==> src/rtl/vote_block_cipher.sv <==
`default_nettype none
// ============================================================================
// Module   : vote_block_cipher
// Brief    : Iterative 64-bit Feistel cipher, one round per clock, for vote
//            records. Optional decrypt mode via VOTE_CIPHER_DECRYPT_EN.
// Revision : 1.0 - initial release
// ============================================================================
module vote_block_cipher #(
    parameter int ROUNDS = 16
) (
    input  logic        clk,
    input  logic        rst_n,
    input  logic        start,
    input  logic [0:63] plaintext,
    input  logic [0:63] final_key,
`ifdef VOTE_CIPHER_DECRYPT_EN
    input  logic        decrypt,
`endif
    output logic        ready,
    output logic        busy,
    output logic        valid,
    output logic [0:63] ciphertext
);

    localparam logic [0:0] c_IDLE = 1'b0;
    localparam logic [0:0] c_RUN  = 1'b1;
    localparam logic [4:0] c_LAST = 5'(ROUNDS - 1);

    logic [0:0]  r_state;
    logic [0:0]  w_state_next;
    logic [0:31] r_l;
    logic [0:31] r_r;
    logic [0:63] r_key;
    logic [4:0]  r_i;
    logic [0:63] r_ct;
    logic        r_valid;

    logic        w_accept;
    logic        w_last;
    logic [0:31] w_k;
    logic [0:31] w_l_next;
    logic [0:31] w_r_next;
    logic [0:63] w_key_next;
    logic [4:0]  w_i_next;
    logic [0:63] w_load_key;
    logic [4:0]  w_load_i;

    function automatic logic [0:31] feistel_f(input logic [0:31] x, input logic [0:31] k);
        return ({x[5:31], x[0:4]} + k) ^ x;
    endfunction

    assign w_accept = (r_state == c_IDLE) && start;
    assign w_k      = r_key[0:31] ^ {27'b0, r_i};

`ifdef VOTE_CIPHER_DECRYPT_EN
    localparam int c_DEC_ROT = (8 * (ROUNDS - 1)) % 64;

    logic r_dec;

    // Decrypt walks the schedule backwards: start at K_{ROUNDS-1}, unrotate.
    always_comb begin
        w_last     = r_dec ? (r_i == 5'd0) : (r_i == c_LAST);
        w_load_key = decrypt ? ((final_key << c_DEC_ROT) | (final_key >> (64 - c_DEC_ROT)))
                             : final_key;
        w_load_i   = decrypt ? c_LAST : 5'd0;
        if (r_dec) begin
            w_l_next   = r_r ^ feistel_f(r_l, w_k);
            w_r_next   = r_l;
            w_key_next = {r_key[56:63], r_key[0:55]};
            w_i_next   = r_i - 5'd1;
        end else begin
            w_l_next   = r_r;
            w_r_next   = r_l ^ feistel_f(r_r, w_k);
            w_key_next = {r_key[8:63], r_key[0:7]};
            w_i_next   = r_i + 5'd1;
        end
    end

    always_ff @(posedge clk) begin
        if (!rst_n) begin
            r_dec <= 1'b0;
        end else if (w_accept) begin
            r_dec <= decrypt;
        end
    end
`else
    always_comb begin
        w_last     = (r_i == c_LAST);
        w_load_key = final_key;
        w_load_i   = 5'd0;
        w_l_next   = r_r;
        w_r_next   = r_l ^ feistel_f(r_r, w_k);
        w_key_next = {r_key[8:63], r_key[0:7]};
        w_i_next   = r_i + 5'd1;
    end
`endif

    always_comb begin
        w_state_next = r_state;
        case (r_state)
            c_IDLE:  if (start)  w_state_next = c_RUN;
            c_RUN:   if (w_last) w_state_next = c_IDLE;
            default: w_state_next = c_IDLE;
        endcase
    end

    always_ff @(posedge clk) begin
        if (!rst_n) begin
            r_state <= c_IDLE;
        end else begin
            r_state <= w_state_next;
        end
    end

    always_ff @(posedge clk) begin
        if (!rst_n) begin
            r_l     <= '0;
            r_r     <= '0;
            r_key   <= '0;
            r_i     <= '0;
            r_ct    <= '0;
            r_valid <= 1'b0;
        end else begin
            r_valid <= 1'b0;
            if (w_accept) begin
                r_l   <= plaintext[0:31];
                r_r   <= plaintext[32:63];
                r_key <= w_load_key;
                r_i   <= w_load_i;
            end else if (r_state == c_RUN) begin
                r_l   <= w_l_next;
                r_r   <= w_r_next;
                r_key <= w_key_next;
                r_i   <= w_i_next;
                // No final swap: the last round's (L,R) is the ciphertext.
                if (w_last) begin
                    r_ct    <= {w_l_next, w_r_next};
                    r_valid <= 1'b1;
                end
            end
        end
    end

    assign ready      = (r_state == c_IDLE);
    assign busy       = ~ready;
    assign valid      = r_valid;
    assign ciphertext = r_ct;

endmodule
`default_nettype wire

==> config.mk <==
export PLATFORM = sky130hd
export DESIGN_NAME = vote_block_cipher
export DESIGN_NICKNAME = d
export VERILOG_FILES = /design/src/rtl/vote_block_cipher.sv
export SDC_FILE = /design/constraint.sdc
export NUM_CORES = 1
export LEC_CHECK = 0
export ABC_AREA = 1
export CAP_MARGIN = 20
export CORE_MARGIN = 3
export CORE_UTILIZATION = 55
export CTS_BUF_LIST = sky130_fd_sc_hd__clkbuf_4 sky130_fd_sc_hd__clkbuf_8
export CTS_CLUSTER_SIZE = 14
export DETAILED_ROUTE_END_ITERATION = 6
export PLACE_DENSITY_LB_ADDON = 0.15
export SYNTH_ARGS = -nofsm -noshare
export SYNTH_HDL_FRONTEND = slang
export SYNTH_SLANG_ARGS = --single-unit
==> constraint.sdc <==
create_clock -name clk -period 3.3 [get_ports clk]
set_clock_uncertainty 0.1 [all_clocks]
set_input_delay 0.66 -clock clk [delete_from_list [all_inputs] [get_ports clk]]
set_output_delay 0.66 -clock clk [all_outputs]
set_load 0.1 [all_outputs]
* Yosys cells after proc, flatten, opt, wreduce, memory -nomap -nowiden
Index checks and enable logic that the tools add are counted.
** Storage, ports and cells
- Register bits :: 199
- Memory bits (read-only) :: 0
- Output and inout port bits :: 67
- Memories :: 0
- RAM bits :: 0
- Logic and storage cells :: 31
- Bits in latches :: 0
** Cells by class
- Order comparisons :: 0
- Reduce and logical (&&, ||, !) cells :: 5
- Equality and inequality tests :: 1
- Muxes and demuxes :: 10
- Add/sub/neg operators :: 2
- Multipliers :: 0
- Bitwise logic cells :: 6
- Div/mod/pow operators :: 0
- Shift-type cells :: 0
** Operator list (count)
- 32-bit 2-to-1 mux :: 4
- 64-bit 2-to-1 mux :: 2
- 32-bit bitwise XOR :: 2
- 32-bit adder :: 1
- 32-bit by 5-bit bitwise XOR with 32-bit output :: 1
- 5-bit by 1-bit adder with 5-bit output, second input constant :: 1
- 5-bit by 4-bit == test with 1-bit output, second input constant :: 1
- 1-bit 2-to-1 mux :: 3
- 1-bit NOT :: 3
- 3-bit AND reduction :: 1
- 3-bit OR reduction :: 1
- 1-bit case mux with 2 select lines :: 1
- 2-bit nonzero test :: 1
- 2-bit OR reduction :: 1
- 1-bit logical AND :: 1

* Longest topological paths before layout
Gate-level depths: netlist of the first run.
- Depth after elaboration :: 6
- Depth in mapped cells :: 14
- Gate-level depth less buffers :: 14

* Least setup slack after synthesis of the first run
No wires, ideal clock.
- Path type :: register -> output
- From :: register r_state, in the netlist busy
- To :: output port ready
- Slack :: 0.495 ns
- Data required time :: 2.540 ns
- Data arrival time :: 2.045 ns
- Stages on the path, launching flop included :: 4
- Cells stage by stage :: dfxtp_1 -> inv_1 -> buf_2 -> buf_1
** Between the ends
- Word-level cells in the longest chain between the ends :: 1
** Ends and longest elaborated chain
- from (decl) :: RTL line 29 : logic [0:0] r_state;
- from (signal assigned) :: RTL line 109 : r_state <= c_IDLE;
- from (signal assigned) :: RTL line 111 : r_state <= w_state_next;
- 1-bit NOT
- to (decl) :: RTL line 19 : output logic ready,
Every way passes these cells.

* Worst setup path in the final report of the first run
Same ends and word-level chain as after synthesis.

==> results of run 1 <==
final cells by class:
type	instances	area [sq um]
Tap cell	265	332
Timing Repair Buffer	211	2000
Clock inverter	13	160
Fill cell	1723	6060
Clock buffer	18	248
Multi-Input combinational cell	1166	5740
Sequential cell	199	3990
Inverter	284	1070
metal layers:
layer	vias up	part of all wire, %
met4	0	3.8
li1	5560	-
met5	-	0
met1	5092	45
met2	453	43
met3	68	8.4
worst paths after layout:
check,from,end,cells after the start
setup reg to reg,busy,r_r[11],8
hold / removal,ciphertext[45],ciphertext[45],2
hold reg to reg,ciphertext[45],ciphertext[45],2
setup / recovery,busy,ready,2
power by group through the flow:
stage	clock network [mW]	registers [mW]	logic, mW
after floorplan	0	2.67	0.935
after global placement	0	2.73	1.34
after detailed placement	0	2.73	1.35
after CTS	1.65	2.68	1.36
after global routing	1.75	2.70	1.53
final	1.63	2.69	1.38
sequential cells by signal, indices dropped and copies added (netlist names):
name,flops
r_key,64
ciphertext,64
r_l,32
r_r,32
valid,1
busy,1
r_i,5
Yosys cell counts (2+ instances only):
cell type,number,area (sq um)
a21o_1,2,15.0
a21oi_1,35,175
a21oi_2,4,35.0
a22o_1,9,78.8
a31oi_1,13,81.3
and2_1,2,12.5
buf_1,12,45.0
buf_2,18,90.1
clkbuf_1,37,139
dfxtp_1,199,3980
ha_1,34,425
inv_1,284,1070
nand2_1,710,2670
nand2_2,8,50.1
nand3_1,90,450
nand3b_1,7,52.6
nand4_1,2,12.5
nor2_1,45,169
nor2_2,4,25.0
nor3_1,10,50.1
o211ai_1,21,158
o21a_1,4,30.0
o21ai_0,55,275
o221ai_1,18,158
or2_2,5,31.3
xnor2_1,49,429
xor2_1,32,280
layout by cell type (no fill, tap or decap), types with 5 or more instances in the layout:
cell             netlist  final
nor3_1                10     10
a31oi_1               13     13
a21oi_1               35     35
nand3_1               90     90
inv_8                  0      5
nand2_1              710    710
or2_2                  5      5
inv_1                284    283
clkdlybuf4s50_1        0    129
buf_12                 0      6
nand3b_1               7      7
dfxtp_1              199    198
o211ai_1              21     21
nor2_1                45     43
buf_4                  0     74
o21ai_0               55     55
xnor2_1               49     49
clkbuf_8               0     18
xor2_1                32     32
o221ai_1              18     18
ha_1                  34     34
nand2_2                8      8
a22o_1                 9      9
through the flow:
step | worst slack, ns | area [sq um]
after floorplan | 0.495 | 11100
after global placement | 0.806 | 13100
after detailed placement | 0.817 | 13100
after CTS | 0.499 | 13500
after global routing | 0.418 | 13500
final | 0.495 | 13500
tightest hold or removal path, cell delays in order, from the launching register on:
cell and delay (ns):
dfxtp_1 0.32, nand2_1 0.06, nand2_1 0.04
cells by family after synthesis:
family	count (synthesis)	synth area share (%)
buffers and inverters	352	12.2
adders and majority gates	35	4.03
and+or+nand+nor	887	32.1
xor gates and xnor gates	81	6.41
AOI/OAI and AO/OA	163	9.23
DFF	199	36.0
==> flow_summary.json, run 1 <==
{
  "outcome": "completed",
  "antenna_found_initial": 0,
  "gp_congestion": 1.01,
  "peakVddDrop_v": 0.000274,
  "path_delay_family": "buffers and inverters",
  "fin_crit_ns": 2.80,
  "hold_path_class": "reg2reg",
  "drv_slew": 0,
  "busiest_layer": "met2",
  "dp_hpwl_mm": 25.8,
  "post_cts_buffers": 0,
  "fin_nets": 2045,
  "cap_viol_max_count": 0,
  "dieArea_sq_mm": 0.0219,
  "hold_buffers": 0,
  "fp-row-count": 51,
  "grt_max_degree": 102,
  "clk_path_buf_depth": 2,
  "path_cells": "inv_1 -> buf_12",
  "worst_pin_slew_ns": 0.919,
  "htreeDepth": 4,
  "relSlewSlack_pct": 38.6,
  "use_met2_pct": 46.5,
  "cts_tree": "built",
  "wirelength_mm": 34.3,
  "yosys_register_bits": 199,
  "p_int_mw": 3.77,
  "grt_pass1_vias": 10300,
  "holdWs_ns": 0.356,
  "worstSkewPairLatency_ns": 0.51,
  "syn_inst": 1717,
  "die_h_um": 148,
  "syn_area_per_cell_sq_um": 6.44,
  "grt_use_total_pct": 31.0,
  "start_kind": "flip-flop",
  "period_share_pct": 85.0,
  "syn2layout_area_growth_pct": 22.3,
  "finalHoldViolations": 0,
  "portBuffers": 197,
  "core_area_sq_mm": 0.0196,
  "n_antenna_cell": 0,
  "comb_power_share_pct": 24.2,
  "die_x_um": 148,
  "seq_area_frac_synth_pct": 36.0,
  "cp_data_required_time_ns": 2.54,
  "arrival_ns": 2.04,
  "drive_gt1_share_pct": 7.40,
  "fin_cells": 2156,
  "clkSlewWorstSetupHoldPaths_ns": 0.10,
  "drc_errors": 0,
  "cts-buffers-inserted": 17,
  "clock_sinks": 199,
  "p_total_mw": 5.70,
  "grt_overflow": 0,
  "pwr-share-seq_pct": 47.2,
  "syn-num-nets": 1883,
  "slowest_stage": "dfxtp_2",
  "start_util_pct": 56.5,
  "cp_num_buf_inv": 2,
  "ioPinCount": 198,
  "drtAntennaViolNets": 0,
  "critPathMaxStageDelay_ns": 0.73,
  "worst-path-max-fanout": 23,
  "setup-tns-final_ns": 0,
  "grt_pass1_wl_mm": 53.7,
  "p_sw_share_pct": 33.8,
  "switchingPower_mw": 1.93,
  "yosys_warnings": 0,
  "rrSetupSlack_ns": 0.73,
  "synthFlopType": "dfxtp_1",
  "grtUsageMet1_pct": 44.0,
  "max_freq_mhz": 357,
  "route.vias.total": 11200,
  "clkPwrFrac_pct": 28.6,
  "drtIter0Drc": 841,
  "use_met3_pct": 6.41,
  "fin_util_pct": 69.1,
  "wire_per_inst_um": 15.9,
  "p_leak_nw": 6.98,
  "power_density_mw_per_mm2": 421,
  "vias_per_cell": 5.18,
  "crit_type": "reg2out",
  "cp-end-kind": "primary output",
  "clockRootBuffer": "clkbuf_8",
  "dp_cells": 2124,
  "yosysUniqueCellTypes": 35,
  "finalSetupViolations": 0,
  "drt_pass1_iterations": 5,
  "cts_resized": 0,
  "synthArstFlopShare_pct": 0,
  "synth_edf_count": 0,
  "syn_area_sq_mm": 0.0111,
  "rsz0062_at_grt": "no"
}
(Power assumes the default switching activity.)
==> inputs of run 2 (changes only) <==
==> constraint.sdc (replaced) <==
create_clock -name clk -period 2.7 [get_ports clk]
set_clock_uncertainty 0.1 [all_clocks]
set_input_delay 0.54 -clock clk [delete_from_list [all_inputs] [get_ports clk]]
set_output_delay 0.54 -clock clk [all_outputs]
set_load 0.1 [all_outputs]
==> flow_summary.json, run 2 (same netlist as run 1, synthesis figures left out) <==
{
  "outcome": "completed",
  "critPathMaxStageDelay_ns": 0.40,
  "r2r_end": "r_r[13]",
  "r2r-start": "r_key[28]",
  "rrSetupSlack_ns": 0.19,
  "rsz0062_at_grt": "no",
  "drv_slew": 0,
  "switchingPower_mw": 2.42,
  "cts-buffers-inserted": 17,
  "drc_errors": 0,
  "fp-row-count": 51,
  "worst-path-max-fanout": 4,
  "grt_pass1_wl_mm": 54.4,
  "cts_tree": "built",
  "multi_input_area_sq_mm": 0.00575,
  "grt_max_degree": 90,
  "setup-tns-final_ns": 0,
  "fin_nets": 2050,
  "clkSlewWorstSetupHoldPaths_ns": 0.13,
  "finalHoldViolations": 0,
  "crit_type": "reg2reg",
  "fin_crit_ns": 2.51,
  "max_freq_mhz": 399,
  "final_common_cell": "nand2_1",
  "dieArea_sq_mm": 0.0219,
  "slowest_stage": "dfxtp_1",
  "arrival_ns": 2.77,
  "hold_end": "ciphertext[36]",
  "gp_congestion": 0.961,
  "die_x_um": 148,
  "reg2reg_depth": 14,
  "period_share_pct": 92.8,
  "worstSkewPairLatency_ns": 0.49,
  "hp-start": "ciphertext[36]",
  "cap_viol_max_count": 0,
  "p_leak_nw": 7.00,
  "antenna_found_initial": 0,
  "clockRootBuffer": "clkbuf_8",
  "vias_per_cell": 5.13,
  "core_area_sq_mm": 0.0196,
  "die_h_um": 148,
  "clk_path_buf_depth": 2,
  "post_cts_buffers": 0,
  "route.vias.total": 11100,
  "path_cells": "xor2_1 -> ha_1 -> nand2_1 -> nand2_1 -> nand2_1 -> nand3_2 -> nand2_1 -> nand2_1 -> nand2_1 -> nand2_1 -> nand2_1 -> nand2_1 -> a21oi_1 -> nor2_1",
  "regArea_sq_mm": 0.00399,
  "n_antenna_cell": 0,
  "relSlewSlack_pct": 30.1,
  "grt_pass1_vias": 10300,
  "hold_path_class": "reg2reg",
  "ioPinCount": 198,
  "nFillCells": 1799,
  "drt_pass1_iterations": 5,
  "comb_power_share_pct": 24.5,
  "wire_per_inst_um": 15.9,
  "drtAntennaViolNets": 0,
  "grt_use_total_pct": 31.3,
  "crit_path_frequent_cell": "nand2_1",
  "p_sw_share_pct": 34.8,
  "htreeDepth": 4,
  "clkPwrFrac_pct": 28.4,
  "start_util_pct": 56.5,
  "pwr-share-seq_pct": 47.1,
  "hold_depth": 2,
  "finalSetupViolations": 0,
  "fin_cells": 2162,
  "mostFrequentLayoutCells": "nand2_1 (710), inv_1 (283), dfxtp_1 (198)",
  "grt_overflow": 0,
  "portBuffers": 197,
  "holdWs_ns": 0.360,
  "peakVddDrop_v": 0.000297,
  "power_density_mw_per_mm2": 513,
  "drive_gt1_share_pct": 7.75,
  "worst_pin_slew_ns": 1.05,
  "cp-end-kind": "flip-flop",
  "drtIter0Drc": 754,
  "dp_hpwl_mm": 25.8,
  "cp_data_required_time_ns": 2.96,
  "wirelength_mm": 34.5,
  "p_int_mw": 4.54,
  "start_kind": "flip-flop",
  "clock_sinks": 199,
  "dp_cells": 2129,
  "syn2layout_area_growth_pct": 22.6
}
==> run 2: cell types whose count changed in the layout (fill, tap and decap cells not counted), moves of 2 or more <==
cell        delta
buf_4          +5
inv_6          +2
clkinv_8       +4
inv_8          -4
clkinvlp_4     -2
==> run 2: critical path: cells and delay by family (launching register included) <==
kind / cells / cell delay [ns]
and+or+nand+nor: 11 / 0.96
AOI/OAI and AO/OA: 1 / 0.17
adders and majority gates: 1 / 0.35
DFF: 1 / 0.40
xor gates and xnor gates: 1 / 0.40
==> run 2: metal layers <==
layer / up-vias / global-route usage [%] / wire [um]
met5: - / 0 / 0
met4: 0 / 7.48 / 507
met3: 30 / 5.86 / 2640
met2: 389 / 50.4 / 15700
met1: 5105 / 43.8 / 15600
li1: 5573 / - / -
==> run 2: worst max-delay path by stage <==
stage,from,endpoint,slack [ns],depth (start not counted)
after floorplan,busy,ready,0.01,3
after global placement,r_i[0],ciphertext[21],0.19,9
after detailed placement,r_i[0],ciphertext[2],0.12,10
after CTS,r_i[0],ciphertext[0],0.09,10
after global routing,r_i[2],r_r[2],0.007,13
final,r_key[28],r_r[13],0.19,14
==> run 2: cell type report <==
| class | count | share of cell area [%] |
|---|---|---|
| Multi-Input combinational cell | 1167 | 42.4 |
| Sequential cell | 199 | 29.4 |
| Timing Repair Buffer | 215 | 14.8 |
| Inverter | 284 | 7.87 |
| Tap cell | 265 | 2.44 |
| Clock buffer | 18 | 1.78 |
| Clock inverter | 14 | 1.31 |
==> run 2: stage by stage <==
stage / power (mW) / setup slack, ns / utilization, % / instance area (sq um)
after floorplan: 4.41 / 0.0148 / - / 11100
after global placement: 4.98 / 0.186 / 67.0 / 13100
after detailed placement: 5.01 / 0.117 / 67.0 / 13100
after CTS: 6.96 / 0.0935 / 69.2 / 13600
after global routing: 7.32 / 0.00715 / 69.2 / 13600
final: 6.96 / 0.195 / 69.2 / 13600
==> run 2: timing repair <==
action / 4_1_cts / 5_1_grt
hold buffers: 0 / 0
gates resized for setup: 0 / 1
setup endpoints to repair: 0 / 25
==> run 2: power by group through the flow <==
stage          Combinational (mW)  Sequential, mW  Clock (mW)
5_1_grt                      1.89            3.29        2.14
3_3_place_gp                 1.65            3.33           0
3_5_place_dp                 1.67            3.34           0
6_report                     1.70            3.28        1.98
2_1_floorplan                1.14            3.26           0
4_1_cts                      1.68            3.27        2.00
